`src/rtl/tile_hash_lookup_if.sv`:
```
// Bus bundle for tile_hash_lookup: hash input stream, dictionary write port and result handshake.
// master = host/upstream/downstream side, slave = the lookup engine.
interface tile_hash_lookup_if #(
  parameter int NUM_ENTRIES = 16,
  parameter int VALUE_W     = 12
);
  localparam int IDX_W = $clog2(NUM_ENTRIES);

  logic               hash_valid;
  logic [15:0]        hash_in;
  logic               hash_ready;

  logic               wr_en;
  logic [IDX_W-1:0]   wr_addr;
  logic [15:0]        wr_key;
  logic [VALUE_W-1:0] wr_value;
  logic               wr_entry_valid;

  logic               res_valid;
  logic               res_ready;
  logic               res_hit;
  logic [IDX_W-1:0]   res_index;
  logic [VALUE_W-1:0] res_value;

  modport master (
    output hash_valid, hash_in, wr_en, wr_addr, wr_key, wr_value, wr_entry_valid, res_ready,
    input  hash_ready, res_valid, res_hit, res_index, res_value
  );

  modport slave (
    input  hash_valid, hash_in, wr_en, wr_addr, wr_key, wr_value, wr_entry_valid, res_ready,
    output hash_ready, res_valid, res_hit, res_index, res_value
  );
endinterface

```
`src/rtl/tile_hash_lookup.sv`:
```
// Sequential dictionary search for tile CRC-16 hashes, one entry per clock, lowest index wins.
// Optional hit/miss statistics are enabled by defining TILE_LOOKUP_STATS_EN.
module tile_hash_lookup #(
  parameter  int NUM_ENTRIES = 16,
  parameter  int VALUE_W     = 12,
  localparam int IDX_W       = $clog2(NUM_ENTRIES)
) (
  input  logic                  clk,
  input  logic                  rst_n,
  tile_hash_lookup_if.slave     bus,
  input  logic                  err_clr,
  input  logic                  tbl_clr,
  output logic                  drop_err,
  output logic [15:0]           hit_count,
  output logic [15:0]           miss_count
);

  typedef enum logic [1:0] {IDLE, SEARCH, RESULT} state_t;

  state_t state, state_nxt;

  logic [15:0]        key_q;
  logic [IDX_W-1:0]   idx_q;

  logic [15:0]        entry_key   [NUM_ENTRIES];
  logic [VALUE_W-1:0] entry_value [NUM_ENTRIES];
  logic [NUM_ENTRIES-1:0] entry_valid;

  logic match, last, accept, res_fire;

  // The compare reads the registered table, so a same-cycle write is seen only from the next edge.
  assign match    = entry_valid[idx_q] && (entry_key[idx_q] == key_q);
  assign last     = (idx_q == IDX_W'(NUM_ENTRIES - 1));
  assign accept   = (state == IDLE) && bus.hash_valid;
  assign res_fire = bus.res_valid && bus.res_ready;

  assign bus.hash_ready = (state == IDLE);
  assign bus.res_valid  = (state == RESULT);

  // NOTE: non-blocking assignments in every clocked block so all registers update from pre-edge values.
  always_ff @(posedge clk or negedge rst_n) begin
    if (!rst_n) state <= IDLE;
    else        state <= state_nxt;
  end

  // NOTE: default assigned first so no path through the case leaves state_nxt unassigned (no latch).
  always_comb begin
    state_nxt = state;
    case (state)
      IDLE:    if (bus.hash_valid) state_nxt = SEARCH;
      SEARCH:  if (match || last)  state_nxt = RESULT;
      RESULT:  if (res_fire)       state_nxt = IDLE;
      default:                     state_nxt = IDLE;
    endcase
  end

  always_ff @(posedge clk or negedge rst_n) begin
    if (!rst_n) begin
      key_q         <= '0;
      idx_q         <= '0;
      bus.res_hit   <= 1'b0;
      bus.res_index <= '0;
      bus.res_value <= '0;
    end else begin
      if (accept) begin
        key_q <= bus.hash_in;
        idx_q <= '0;
      end else if (state == SEARCH) begin
        if (match) begin
          bus.res_hit   <= 1'b1;
          bus.res_index <= idx_q;
          bus.res_value <= entry_value[idx_q];
        end else if (last) begin
          bus.res_hit   <= 1'b0;
          bus.res_index <= '0;
          bus.res_value <= '0;
        end else begin
          idx_q <= idx_q + IDX_W'(1);
        end
      end
    end
  end

  // NOTE: key/value storage carries no reset; only the valid bits need a defined state.
  always_ff @(posedge clk) begin
    if (bus.wr_en) begin
      entry_key[bus.wr_addr]   <= bus.wr_key;
      entry_value[bus.wr_addr] <= bus.wr_value;
    end
  end

  always_ff @(posedge clk or negedge rst_n) begin
    if (!rst_n)          entry_valid <= '0;
    else if (tbl_clr)    entry_valid <= '0;
    else if (bus.wr_en)  entry_valid[bus.wr_addr] <= bus.wr_entry_valid;
  end

  // A drop on the same edge as err_clr must stay visible, so set takes priority.
  always_ff @(posedge clk or negedge rst_n) begin
    if (!rst_n)                                drop_err <= 1'b0;
    else if (bus.hash_valid && !bus.hash_ready) drop_err <= 1'b1;
    else if (err_clr)                          drop_err <= 1'b0;
  end

`ifdef TILE_LOOKUP_STATS_EN
  always_ff @(posedge clk or negedge rst_n) begin
    if (!rst_n) begin
      hit_count  <= '0;
      miss_count <= '0;
    end else if (err_clr) begin
      hit_count  <= '0;
      miss_count <= '0;
    end else if (res_fire) begin
      if (bus.res_hit) begin
        if (hit_count != 16'hFFFF) hit_count <= hit_count + 16'd1;
      end else begin
        if (miss_count != 16'hFFFF) miss_count <= miss_count + 16'd1;
      end
    end
  end
`else
  assign hit_count  = 16'd0;
  assign miss_count = 16'd0;
`endif

endmodule

```
`src/flat_wrapper.sv`:
```
// flat-port wrapper written by rule: the top's interface ports become plain ports
module tile_hash_lookup_flat 
#(
  parameter  int NUM_ENTRIES = 16,
  parameter  int VALUE_W     = 12,
  localparam int IDX_W       = $clog2(NUM_ENTRIES)
)
  (clk, rst_n, err_clr, tbl_clr, drop_err, hit_count, miss_count, bus_hash_valid, bus_hash_in, bus_wr_en, bus_wr_addr, bus_wr_key, bus_wr_value, bus_wr_entry_valid, bus_res_ready, bus_hash_ready, bus_res_valid, bus_res_hit, bus_res_index, bus_res_value);
  tile_hash_lookup_if #(.NUM_ENTRIES(NUM_ENTRIES), .VALUE_W(VALUE_W)) bus_i ();
  input  logic clk;
  input  logic rst_n;
  input  logic err_clr;
  input  logic tbl_clr;
  output logic drop_err;
  output logic [15:0] hit_count;
  output logic [15:0] miss_count;
  input wire logic [$bits(bus_i.hash_valid)-1:0] bus_hash_valid;
  input wire logic [$bits(bus_i.hash_in)-1:0] bus_hash_in;
  input wire logic [$bits(bus_i.wr_en)-1:0] bus_wr_en;
  input wire logic [$bits(bus_i.wr_addr)-1:0] bus_wr_addr;
  input wire logic [$bits(bus_i.wr_key)-1:0] bus_wr_key;
  input wire logic [$bits(bus_i.wr_value)-1:0] bus_wr_value;
  input wire logic [$bits(bus_i.wr_entry_valid)-1:0] bus_wr_entry_valid;
  input wire logic [$bits(bus_i.res_ready)-1:0] bus_res_ready;
  output wire logic [$bits(bus_i.hash_ready)-1:0] bus_hash_ready;
  output wire logic [$bits(bus_i.res_valid)-1:0] bus_res_valid;
  output wire logic [$bits(bus_i.res_hit)-1:0] bus_res_hit;
  output wire logic [$bits(bus_i.res_index)-1:0] bus_res_index;
  output wire logic [$bits(bus_i.res_value)-1:0] bus_res_value;
  assign bus_i.hash_valid = bus_hash_valid;
  assign bus_i.hash_in = bus_hash_in;
  assign bus_i.wr_en = bus_wr_en;
  assign bus_i.wr_addr = bus_wr_addr;
  assign bus_i.wr_key = bus_wr_key;
  assign bus_i.wr_value = bus_wr_value;
  assign bus_i.wr_entry_valid = bus_wr_entry_valid;
  assign bus_i.res_ready = bus_res_ready;
  assign bus_hash_ready = bus_i.hash_ready;
  assign bus_res_valid = bus_i.res_valid;
  assign bus_res_hit = bus_i.res_hit;
  assign bus_res_index = bus_i.res_index;
  assign bus_res_value = bus_i.res_value;
  tile_hash_lookup #(.NUM_ENTRIES(NUM_ENTRIES), .VALUE_W(VALUE_W)) u_core (.clk(clk), .rst_n(rst_n), .bus(bus_i), .err_clr(err_clr), .tbl_clr(tbl_clr), .drop_err(drop_err), .hit_count(hit_count), .miss_count(miss_count));
endmodule
```
`config.mk`:
```
export PLATFORM = sky130hd
export DESIGN_NAME = tile_hash_lookup_flat
export DESIGN_NICKNAME = d
export VERILOG_FILES = /design/src/rtl/tile_hash_lookup_if.sv /design/src/rtl/tile_hash_lookup.sv /design/src/flat_wrapper.sv
export SDC_FILE = /design/constraint.sdc
export NUM_CORES = 1
export LEC_CHECK = 0
export ABC_AREA = 1
export BUFFER_PORTS_ARGS = -buffer_cell sky130_fd_sc_hd__buf_4
export CORE_MARGIN = 3
export CORE_UTILIZATION = 45
export DETAILED_ROUTE_END_ITERATION = 10
export PLACE_DENSITY_LB_ADDON = 0.12
export SLEW_MARGIN = 15
export SYNTH_ARGS = -nofsm -noshare
export SYNTH_HDL_FRONTEND = slang
export SYNTH_SLANG_ARGS = --single-unit
```
`constraint.sdc`:
```
create_clock -name clk -period 6.75 [get_ports clk]
set_input_delay 2.025 -clock clk [delete_from_list [all_inputs] [get_ports clk]]
set_output_delay 2.025 -clock clk [all_outputs]
set_load 0.02 [all_outputs]
```
==> results.md, run 1 <==
* Largest net degree at the start of global routing at 109
* DP Wirelength at 30300 µm
* Die area at 50300 µm²
* Status: finished, final reports clean
* Clk buf depth at 3
* Antenna diodes at 0
* Slowest-stage cell, CP: buf_4
* CTS buffer count at 52
* Actual slew at the worst max-slew pin at 1.20 ns
* Synth Warn # at 0
* Max cap viols at 0
* CP max stage delay at 0.78 ns
* Synthesized area at 21400 µm²
* GRT overflow at 0
* Count of different cell masters after synthesis at 34
* Final ANT Viol Nets at 0
* Final min period at 3.92 ns
* Worst setup SP type: flip-flop
* DR WL/cell at 20.7 µm
* Leakage at 9.43 nW
* Die W at 224 µm
* CP Data Arrival Time at 4.42 ns
* CP top delay family: simple AND/OR/NAND/NOR gates
* Initial antenna violation count at 0
* DRT Wirelength at 54800 µm
* Final Hold Vio Count at 0
* Register area share after synthesis at 69.3%
* Post-Layout Cell Count at 2651
* CP Capture Type: flip-flop
* Row cnt at 79
* Async SR Flop Fraction at 11.1%
* Cells after DPL at 2552
* Residual DRC at 0
* Final setup vio count at 0
* Hold_buf cts at 0
* First-pass GRT wire length at 82700 µm
* Pre-Repair DR Iteration Count at 7
* Hold depth at 2
* H-tree Lvls at 2
* Most used cell, CP: nand3_1
* IR drop worst, VDD at 0.190 mV
* Hold_ws at 0.477 ns
* Cell depth of the worst setup path at 16
* Via/cell ratio at 5.30
* CP Cell Sequence: buf_4 > buf_4 > nor2_1 > nor2_1 > o21ai_1 > nand3_1 > nand3_1 > nand3_1 > nand2_1 > nor2_1 > nand2_1 > nor2_1 > nand3_2 > nand3_1 > nand3_1 > nand2_1
* Area leader, netlist: edfxtp_1
* Top-count cell post-synth: nand2_1
* DR iter-0 viols at 1357
* Post-synth EDFFs at 448
* #FFs+latches synth at 504
* Post-CTS setup buffer count at 0
* Finished Core Util at 51.1%
* Setup TNS Final at 0 ns
* Total number of vias at 14000
* Clock skew at 0.0111 ns
* Dpl cell area at 22300 µm²
* CP Buf/Inv Count at 2
* WS Path Type: reg2reg
* Initial Utilization at 45.8%
* Core area at 46900 µm²
* Final instance area at 24000 µm²
* Min-delay worst type: reg2reg
* Average cell area after synthesis at 11.0 µm²
* CP Launch Point: u_core.idx_q[0]$_DFFE_PN0P_
* Post-synth top cells: nand2_1, edfxtp_1, nor2_1
* CTS resizes at 0
* Largest cells by area after synthesis: edfxtp_1, nand2_1, dfrtp_1, nand3_1, nor2_1
* # clock sinks at 504
* IO Pins at 108
* Max transition margin at 20.0%
* Total power at 9.38 mW
* Hold_sp: u_core.bus.res_index[2]$_DFFE_PN0P_
* R2R setup slack at 2.83 ns
* Req. time, crit path at 7.25 ns
* Nets at 2058
* Dpl ws at 2.68 ns
* TritonCTS clock tree: done
* Max Clock Freq at 255 MHz
* Max Slew Vio Count at 0
* Crit-path max FO at 81
* Share of the synthesized area in the top cell type at 62.7%
* Worst-case reg-to-reg path depth at 16
* Placer Congestion at 0.834
* PnR worst setup slack at 2.83 ns
* Vert. Die Dim at 224 µm
* Area Overhead vs Synth at 11.7%
* Clock transition at path regs at 0.06 ns
* P per Cell Area at 392 nW/µm²
* RSZ-0062 raised after global routing: no
* Most used DFF post-synth: edfxtp_1
* Post-synthesis cell count at 1951
* Final clock period utilization by the worst path at 58.0%
* Port buffer count at 75
* Vias in the first global route at 13400
* RR Startpoint: u_core.idx_q[0]$_DFFE_PN0P_
* Overall Global Routing Usage at 21.8%
* CTS Root Cell: clkbuf_16
* Filler Cell Count at 4141
* Skew-Pair Late Insertion Delay at 0.60 ns
* Fraction of layout cells with a size suffix above 1 at 10.0%
==> cell type report <==
class                      count  area [µm²]  area share [%]
clock buffer                  72        1410            5.88
clock inverter                25         166           0.695
inverter                     148         563            2.35
multi-input combinational   1195        5420            22.6
sequential                   504       14900            62.1
tap                          607         759            3.17
timing repair buffer         100         776            3.24
==> flip-flops by register name (all words and copies together), names as in the netlist <==
| signal | count |
|---|---|
| u_core.entry_key | 256 |
| u_core.entry_value | 192 |
| u_core.entry_valid | 16 |
| u_core.key_q | 16 |
| u_core.bus.res_value | 12 |
| u_core.bus.res_index | 4 |
| u_core.idx_q | 4 |
| u_core.state | 2 |
| u_core.bus.res_hit | 1 |
| u_core.drop_err | 1 |
==> final timing paths <==
kind                                                  endpoint
max                                u_core.idx_q[0]$_DFFE_PN0P_
min                        u_core.bus.res_index[2]$_DFFE_PN0P_
max reg2reg                        u_core.idx_q[0]$_DFFE_PN0P_
min reg2reg                u_core.bus.res_index[2]$_DFFE_PN0P_
max in group asynchronous          u_core.idx_q[1]$_DFFE_PN0P_
min in group asynchronous   u_core.entry_valid[11]$_DFFE_PN0P_
==> kinds of logic (layout without fill, tap and decap cells) <==
logic type | after synthesis | in the layout | share of synthesized area, %
simple gates | 954 | 954 | 18.0
flops | 504 | 504 | 69.3
buf+inv | 283 | 345 | 6.60
compound gates | 206 | 206 | 5.98
xor+xnor | 2 | 2 | 0.0817
fa+ha+maj | 1 | 1 | 0.0583
other cells | 1 | 32 | 0.0175
==> cell usage in the layout, fill, tap and decap left out, types with 11 or more instances in the layout <==
master	n
nor2_1	122
nand2_1	620
clkbuf_1	18
buf_4	98
inv_2	11
dfrtp_1	54
o21ai_1	29
nand3_1	135
clkinv_1	14
conb_1	32
a32o_1	22
inv_1	134
clkbuf_16	53
o21ai_0	39
a21oi_1	75
nor3_1	44
edfxtp_1	448
a221oi_1	30
nor2_4	17
==> per-layer routing <==
layer | up-vias | wire length, µm | global-route usage, %
li1 | 6694 | - | -
met1 | 6810 | 25500 | 32.1
met2 | 455 | 23500 | 32.3
met3 | 84 | 4580 | 5.91
met4 | 0 | 1220 | 5.56
met5 | - | 0 | 0
==> power breakdown <==
| group | switching (mW) | leakage, nW | internal [mW] |
|---|---|---|---|
| clock network | 1.17 | 0.771 | 1.53 |
| registers | 0.148 | 4.79 | 3.52 |
| logic | 2.15 | 3.88 | 0.866 |
| total | 3.46 | 9.43 | 5.92 |
==> worst register-to-register path: stages (launching register included) <==
cell	delay (ns)
dfrtp_4	0.67
buf_4	0.56
buf_4	0.79
nor2_1	0.21
nor2_1	0.12
o21ai_1	0.08
nand3_1	0.11
nand3_1	0.15
nand3_1	0.18
nand2_1	0.07
nor2_1	0.09
nand2_1	0.06
nor2_1	0.13
nand3_2	0.13
nand3_1	0.20
nand3_1	0.09
nand2_1	0.21
(Power assumes the default switching activity.)
==> run 2, diff against run 1 <==
==> constraint.sdc (replaced) <==
create_clock -name clk -period 3.15 [get_ports clk]
set_input_delay 0.945 -clock clk [delete_from_list [all_inputs] [get_ports clk]]
set_output_delay 0.945 -clock clk [all_outputs]
set_load 0.02 [all_outputs]
==> run 2 against run 1 <==
Global-route usage up 0.96 points; critical endpoint is now u_core.idx_q[1]$_DFFE_PN0P_; cell area up 2.7%; sequential power up 110%; first-iteration DRC count down 14%; core utilization up 1.4 points; largest cell class unchanged; wire length up 3.7%; die area unchanged; critical path type unchanged; clock power up 120%.
==> results.md, run 2 (same netlist as run 1, synthesis figures left out) <==
* Top flop regs: u_core.entry_key x256, u_core.entry_value x192 (unchanged)
* TritonCTS clock tree: done (unchanged)
* Vert. Die Dim at 224 µm (unchanged)
* Most common cell after layout, fill and taps aside: nand2_1 (unchanged)
* Port buffer count at 75 (unchanged)
* Placer Congestion at 0.870 (was 0.834)
* Max transition margin at 46.2% (was 20.0%)
* # clock sinks at 504 (unchanged)
* DR WL/cell at 21.1 µm (was 20.7 µm)
* Die W at 224 µm (unchanged)
* Skew-Pair Late Insertion Delay at 0.60 ns (about the same)
* Dpl cell area at 23000 µm² (was 22300 µm²)
* Max cap viols at 0 (unchanged)
* Largest net degree at the start of global routing at 109 (unchanged)
* Final instance area at 24600 µm² (was 24000 µm²)
* Slowest-stage cell, CP: dfrtp_4 (was buf_4)
* Wire length on met2 at 25300 µm (was 23500 µm)
* Min-delay worst type: in2async (was reg2reg)
* Largest Register: u_core.entry_key (unchanged)
* Overall Global Routing Usage at 22.7% (was 21.8%)
* DP Wirelength at 31500 µm (was 30300 µm)
* Clk buf depth at 3 (unchanged)
* Worst setup SP type: flip-flop (unchanged)
* Pre-Repair DR Iteration Count at 5 (was 7)
* Vias in the first global route at 13900 (was 13400)
* CP Data Arrival Time at 3.36 ns (was 4.42 ns)
* CTS Root Cell: clkbuf_16 (unchanged)
* Post-CTS setup buffer count at 0 (unchanged)
* Antenna diodes at 0 (unchanged)
* Cells after DPL at 2591 (was 2552)
* Req. time, crit path at 3.64 ns (was 7.25 ns)
* Wl on met1 at 26100 µm (was 25500 µm)
* Core area at 46900 µm² (unchanged)
* DRT Wirelength at 56800 µm (was 54800 µm)
* CP Cell Sequence: inv_6 > buf_12 > o21ai_0 > nand2_1 > nand2_1 > nand2_1 > inv_1 > nand2_1 > nand2_1 > nor2_1 > nand2_1 > nor2_2 > nand3_2 > nand3_1 > nand3_1 > nand2_1 (was buf_4 > buf_4 > nor2_1 > nor2_1 > o21ai_1 > nand3_1 > nand3_1 > nand3_1 > nand2_1 > nor2_1 > nand2_1 > nor2_1 > nand3_2 > nand3_1 > nand3_1 > nand2_1)
* IO Pins at 108 (unchanged)
* Setup TNS Final at 0 ns (unchanged)
* Status: finished, final reports clean (unchanged)
* Post-Layout Cell Count at 2689 (was 2651)
* Finished Core Util at 52.5% (was 51.1%)
* RSZ-0062 raised after global routing: no (unchanged)
* Top routing layer used: met4 (unchanged)
* Total number of vias at 14400 (was 14000)
* Row cnt at 79 (unchanged)
* Area Overhead vs Synth at 14.7% (was 11.7%)
* Clock skew at 0.0131 ns (was 0.0111 ns)
* Final ANT Viol Nets at 0 (unchanged)
* Initial Utilization at 45.8% (unchanged)
* DR iter-0 viols at 1173 (was 1357)
* Hold_ws at 0.405 ns (was 0.477 ns)
* Fraction of layout cells with a size suffix above 1 at 11.8% (was 10.0%)
* Initial antenna violation count at 1 (was 0)
* PnR worst setup slack at 0.280 ns (was 2.83 ns)
* Die area at 50300 µm² (unchanged)
* CTS resizes at 0 (unchanged)
* Max Clock Freq at 348 MHz (was 255 MHz)
* Crit-path max FO at 52 (was 81)
* IR drop worst, VDD at 0.718 mV (was 0.190 mV)
* H-tree Lvls at 2 (unchanged)
* Total power at 20.7 mW (was 9.38 mW)
* Actual slew at the worst max-slew pin at 0.806 ns (was 1.20 ns)
* Leakage at 9.73 nW (was 9.43 nW)
* P per Cell Area at 841 nW/µm² (was 392 nW/µm²)
* Most used cell, CP: nand2_1 (was nand3_1)
* CP max stage delay at 0.53 ns (was 0.78 ns)
* Final Hold Vio Count at 0 (unchanged)
* Dpl ws at 0.332 ns (was 2.68 ns)
* Residual DRC at 0 (unchanged)
* Final clock period utilization by the worst path at 91.1% (was 58.0%)
* Nets at 2095 (was 2058)
* First-pass GRT wire length at 86000 µm (was 82700 µm)
* CP top delay family: simple AND/OR/NAND/NOR gates (unchanged)
* Met3 wire len at 4250 µm (was 4580 µm)
* Via/cell ratio at 5.35 (was 5.30)
* Clock transition at path regs at 0.06 ns (about the same)
* Final setup vio count at 0 (unchanged)
* CP Buf/Inv Count at 3 (was 2)
* CTS buffer count at 52 (unchanged)
* WS Path Type: reg2reg (unchanged)
* Most frequent cells in the layout: nand2_1, edfxtp_1, nand3_1 (unchanged)
* GRT overflow at 0 (unchanged)
* Final min period at 2.87 ns (was 3.92 ns)
* Max FFs per register at 256 (unchanged)
* CP Capture Type: flip-flop (unchanged)
* Hold_buf cts at 0 (unchanged)
* Max Slew Vio Count at 0 (unchanged)
## run 2: cell count changes in the layout (fill, tap and decap cells not counted), sizes merged
cell | before | now
clkbuf | 72 | 77
clkinvlp | 0 | 1
clkinv | 22 | 17
buf | 100 | 137
## run 2: cell type report
cell class                 instances  area [µm²]
fill                            4084       22300
sequential                       504       14900
multi-input combinational       1195        5420
clock buffer                      77        1490
timing repair buffer             137        1350
tap                              607         759
inverter                         148         563
clock inverter                    21         151
## run 2: routing by layer
layer | track usage [%] | vias up
li1 | - | 6764
met1 | 34.1 | 7018
met2 | 34.3 | 525
met3 | 4.32 | 78
met4 | 6.36 | 0
met5 | 0 | -
## run 2: path summary, 6_finish.rpt
| path | start | endpoint | slack [ns] | depth (start not counted) |
|---|---|---|---|---|
| min in group clk | u_core.bus.res_hit$_DFFE_PN0P_ | u_core.bus.res_hit$_DFFE_PN0P_ | 0.47 | 2 |
| hold / removal | rst_n | u_core.entry_valid[13]$_DFFE_PN0P_ | 0.40 | 1 |
| hold reg to reg | u_core.bus.res_hit$_DFFE_PN0P_ | u_core.bus.res_hit$_DFFE_PN0P_ | 0.47 | 2 |
| setup / recovery | u_core.idx_q[0]$_DFFE_PN0P_ | u_core.idx_q[1]$_DFFE_PN0P_ | 0.28 | 16 |
| max in group asynchronous | rst_n | u_core.entry_valid[7]$_DFFE_PN0P_ | 2.08 | 2 |
| setup reg to reg | u_core.idx_q[0]$_DFFE_PN0P_ | u_core.idx_q[1]$_DFFE_PN0P_ | 0.28 | 16 |
## run 2: power by group
part	total, mW	internal, mW	switching [mW]	leakage [nW]
registers	7.76	7.55	0.203	4.79
logic	7.01	2.28	4.72	4.15
clock network	5.91	3.42	2.49	0.798
total	20.7	13.3	7.42	9.73
==> run 3, diff against run 2 <==
--- a/config.mk
+++ b/config.mk
@@ -5,13 +5,12 @@
 export SDC_FILE = /design/constraint.sdc
 export NUM_CORES = 1
 export LEC_CHECK = 0
-export ABC_AREA = 1
+export ABC_AREA = 0
 export BUFFER_PORTS_ARGS = -buffer_cell sky130_fd_sc_hd__buf_4
 export CORE_MARGIN = 3
 export CORE_UTILIZATION = 45
 export DETAILED_ROUTE_END_ITERATION = 10
 export PLACE_DENSITY_LB_ADDON = 0.12
-export SLEW_MARGIN = 15
 export SYNTH_ARGS = -nofsm -noshare
 export SYNTH_HDL_FRONTEND = slang
 export SYNTH_SLANG_ARGS = --single-unit
==> run 3 against run 2 <==
The flow now finishes with violations (negative setup slack); die area shrank 5.6%; flip-flop and latch count is the same; global-route usage shrank 1.3 points; area after synthesis shrank 5.8%; core utilization grew 3.4 points; fmax shrank 15%; clock-buffer cell count shrank 6; worst setup slack lost 0.52 ns; critical path type unchanged.
==> results.md, run 3 <==
* Failing checks: negative setup slack
* Hold_ws at 0.347 ns (was 0.405 ns)
* R2R setup slack at -0.24 ns (was 0.28 ns)
* Filler Cell Count at 3492 (was 4084)
* Dpl ws at -0.295 ns (was 0.332 ns)
* Largest Register: u_core.entry_key (unchanged)
* Residual DRC at 0 (unchanged)
* Dpl cell area at 22300 µm² (was 23000 µm²)
* Min-delay worst type: in2async (unchanged)
* WS Path Type: reg2reg (unchanged)
* DR iter-0 viols at 988 (was 1173)
* Largest net degree at the start of global routing at 35 (was 109)
* Max FFs per register at 256 (unchanged)
* Total number of vias at 10700 (was 14400)
* Max transition margin at 40.4% (was 46.2%)
* PnR worst setup slack at -0.239 ns (was 0.280 ns)
* Row cnt at 77 (was 79)
* Actual slew at the worst max-slew pin at 0.892 ns (was 0.806 ns)
* Clk buf depth at 3 (unchanged)
* Fraction of layout cells with a size suffix above 1 at 35.8% (was 11.8%)
* Most used DFF post-synth: edfxtp_1 (unchanged)
* Cells after DPL at 1776 (was 2591)
* RR Startpoint: u_core.idx_q[0]$_DFFE_PN0P_ (unchanged)
* Area leader, netlist: edfxtp_1 (unchanged)
* Top flop regs: u_core.entry_key x256, u_core.entry_value x192 (unchanged)
* Leakage at 8.66 nW (was 9.73 nW)
* Slowest-stage cell, CP: or4_4 (was dfrtp_4)
* Max Clock Freq at 295 MHz (was 348 MHz)
* Final instance area at 24800 µm² (was 24600 µm²)
* IR drop worst, VDD at 0.428 mV (was 0.718 mV)
* Die W at 218 µm (was 224 µm)
* Max Slew Vio Count at 0 (unchanged)
* Post-Layout Cell Count at 1905 (was 2689)
* Async SR Flop Fraction at 11.1% (unchanged)
* Total power at 21.3 mW (was 20.7 mW)
* Vias in the first global route at 11000 (was 13900)
* P per Cell Area at 861 nW/µm² (was 841 nW/µm²)
* Final setup vio count at 23 (was 0)
* RSZ-0062 raised after global routing: yes (was no)
* # clock sinks at 504 (unchanged)
* R2R Path End: u_core.idx_q[1]$_DFFE_PN0P_ (unchanged)
* Register area at 14900 µm² (about the same)
* Antenna diodes at 0 (unchanged)
* Finished Core Util at 55.9% (was 52.5%)
* Clock transition at path regs at 0.06 ns (about the same)
* IO Pins at 108 (unchanged)
* Initial antenna violation count at 0 (was 1)
* First-pass GRT wire length at 73400 µm (was 86000 µm)
* Core area at 44300 µm² (was 46900 µm²)
* Final Hold Vio Count at 0 (unchanged)
* Skew-Pair Late Insertion Delay at 0.60 ns (about the same)
* DR WL/cell at 26.4 µm (was 21.1 µm)
* Clock skew at 0.0154 ns (was 0.0131 ns)
* Top-count cell post-synth: edfxtp_1 (was nand2_1)
* Die area at 47500 µm² (was 50300 µm²)
* Synth Warn # at 0 (unchanged)
* H-tree Lvls at 2 (unchanged)
* Pre-Repair DR Iteration Count at 5 (unchanged)
* Area Overhead vs Synth at 22.5% (was 14.7%)
* Most common cell after layout, fill and taps aside: edfxtp_1 (was nand2_1)
* Most frequent cells in the layout: edfxtp_1, buf_4, mux4_2 (was nand2_1, edfxtp_1, nand3_1)
* Nets at 1328 (was 2095)
* Hold_buf cts at 0 (unchanged)
* Worst setup SP type: flip-flop (unchanged)
* CP max stage delay at 0.55 ns (was 0.53 ns)
* Area of the multi-input gates at 5270 µm² (was 5420 µm²)
* Final clock period utilization by the worst path at 108% (was 91.1%)
* Share of the synthesized area in the top cell type at 66.6% (was 62.7%)
* Count of different cell masters after synthesis at 65 (was 34)
* Status: complete, but fails checks (was finished, final reports clean)
* Overall Global Routing Usage at 21.4% (was 22.7%)
* Final ANT Viol Nets at 0 (unchanged)
* Post-synth top cells: edfxtp_1, mux4_2, nand2_1 (was nand2_1, edfxtp_1, nor2_1)
* DP Wirelength at 29100 µm (was 31500 µm)
* Via/cell ratio at 5.59 (was 5.35)
* CTS buffer count at 53 (was 52)
* CP Data Arrival Time at 3.86 ns (was 3.36 ns)
* Post-synth EDFFs at 448 (unchanged)
* Average cell area after synthesis at 19.1 µm² (was 11.0 µm²)
* Placer Congestion at 0.792 (was 0.870)
* CTS Root Cell: clkbuf_16 (unchanged)
* DRT Wirelength at 50300 µm (was 56800 µm)
* Most used cell, CP: buf_6 (was nand2_1)
* CP Cell Sequence: buf_6 > buf_12 > buf_6 > mux4_2 > mux2i_4 > nor2_1 > o41a_1 > or2_4 > or4_4 > nand3_4 > mux2_4 (was inv_6 > buf_12 > o21ai_0 > nand2_1 > nand2_1 > nand2_1 > inv_1 > nand2_1 > nand2_1 > nor2_1 > nand2_1 > nor2_2 > nand3_2 > nand3_1 > nand3_1 > nand2_1)
* Post-synthesis cell count at 1056 (was 1951)
* Worst-case reg-to-reg path depth at 11 (was 16)
* Max cap viols at 0 (unchanged)
* TritonCTS clock tree: done (unchanged)
* Initial Utilization at 45.6% (was 45.8%)
* Vert. Die Dim at 218 µm (was 224 µm)
* Crit-path max FO at 6 (was 52)
* Register area share after synthesis at 73.5% (was 69.3%)
* Final min period at 3.39 ns (was 2.87 ns)
* Port buffer count at 75 (unchanged)
* GRT overflow at 0 (unchanged)
* Req. time, crit path at 3.62 ns (was 3.64 ns)
* Synthesized area at 20200 µm² (was 21400 µm²)
* Largest cells by area after synthesis: edfxtp_1, mux4_2, dfrtp_1, mux2i_1, nand2_1 (was edfxtp_1, nand2_1, dfrtp_1, nand3_1, nor2_1)
* Setup TNS Final at -3.32 ns (was 0 ns)
* #FFs+latches synth at 504 (unchanged)
* CP Capture Type: flip-flop (unchanged)
## run 3: changes by cell type in the layout (fill, tap and decap cells not counted), moves of 12 or more
cell	delta
nand2_1	-541
nand3_1	-125
inv_1	-123
mux4_2	+113
nor2_1	-102
buf_4	+61
a21oi_1	-56
mux2i_1	+41
nor3_1	-39
o21ai_1	-27
a221oi_1	-24
o21ai_0	-17
buf_6	+12
## run 3: area by class of cell
class | instances | share of cell area, %
clock buffer | 71 | 5.91
timing repair buffer | 213 | 8.18
multi-input combinational | 487 | 21.3
tap | 592 | 2.99
inverter | 12 | 0.182
clock inverter | 26 | 1.44
sequential | 504 | 60.0
## run 3: worst max-delay path by stage
stage	startpoint	cells after the start	to	slack, ns
2_1_floorplan	bus_wr_addr[1]	3	u_core.entry_key[4][0]$_DFFE_PP_	-0.07
3_3_place_gp	u_core.idx_q[0]$_DFFE_PN0P_	10	u_core.idx_q[1]$_DFFE_PN0P_	-0.23
3_5_place_dp	u_core.idx_q[0]$_DFFE_PN0P_	10	u_core.idx_q[1]$_DFFE_PN0P_	-0.29
4_1_cts	u_core.idx_q[0]$_DFFE_PN0P_	13	u_core.bus.res_value[4]$_DFFE_PN0P_	-0.18
5_1_grt	u_core.idx_q[0]$_DFFE_PN0P_	13	u_core.bus.res_value[4]$_DFFE_PN0P_	-0.32
6_report	u_core.idx_q[0]$_DFFE_PN0P_	11	u_core.idx_q[1]$_DFFE_PN0P_	-0.24
## run 3: cells by family (layout without fill, tap and decap cells)
family / count (synthesis) / count (layout) / synth area share (%)
XOR/XNOR: 18 / 18 / 0.780
multiplexers: 167 / 167 / 15.5
buffers and inverters: 96 / 322 / 2.75
other: 1 / 32 / 0.0186
flip-flops: 504 / 504 / 73.5
adder cells (fa/ha/maj): 1 / 1 / 0.0619
AO/OA/AOI/OAI: 99 / 99 / 3.51
AND/OR/NAND/NOR: 170 / 170 / 3.87
## run 3: what timing repair did
action | 4_1_cts | 5_1_grt
setup buffers | 25 | 5
pin swaps | 11 | 11
setup endpoints to repair | 23 | 23
resized for setup | 62 | 9
gates cloned | 2 | 1
endpoints found under the hold margin | 0 | 0
## run 3: power by group
group	switching (mW)	internal, mW
Combinational	3.37	3.66
Clock	2.56	3.92
Sequential	0.250	7.55
## run 3: routing by layer
metal | up-vias | GRT usage [%] | part of all wire (%)
li1 | 4626 | - | -
met4 | 0 | 5.91 | 2.0
met5 | - | 0 | 0
met3 | 68 | 3.01 | 5.8
met2 | 350 | 34.9 | 50
met1 | 5610 | 30.8 | 42
## run 3: worst max-delay path, delay by kind of cell (launching register included)
kind / cells / cell delay, ns
AND/OR/NAND/NOR: 4 / 0.97
multiplexers: 3 / 0.92
flip-flops: 1 / 0.52
AO/OA/AOI/OAI: 1 / 0.45
buffers and inverters: 3 / 0.39
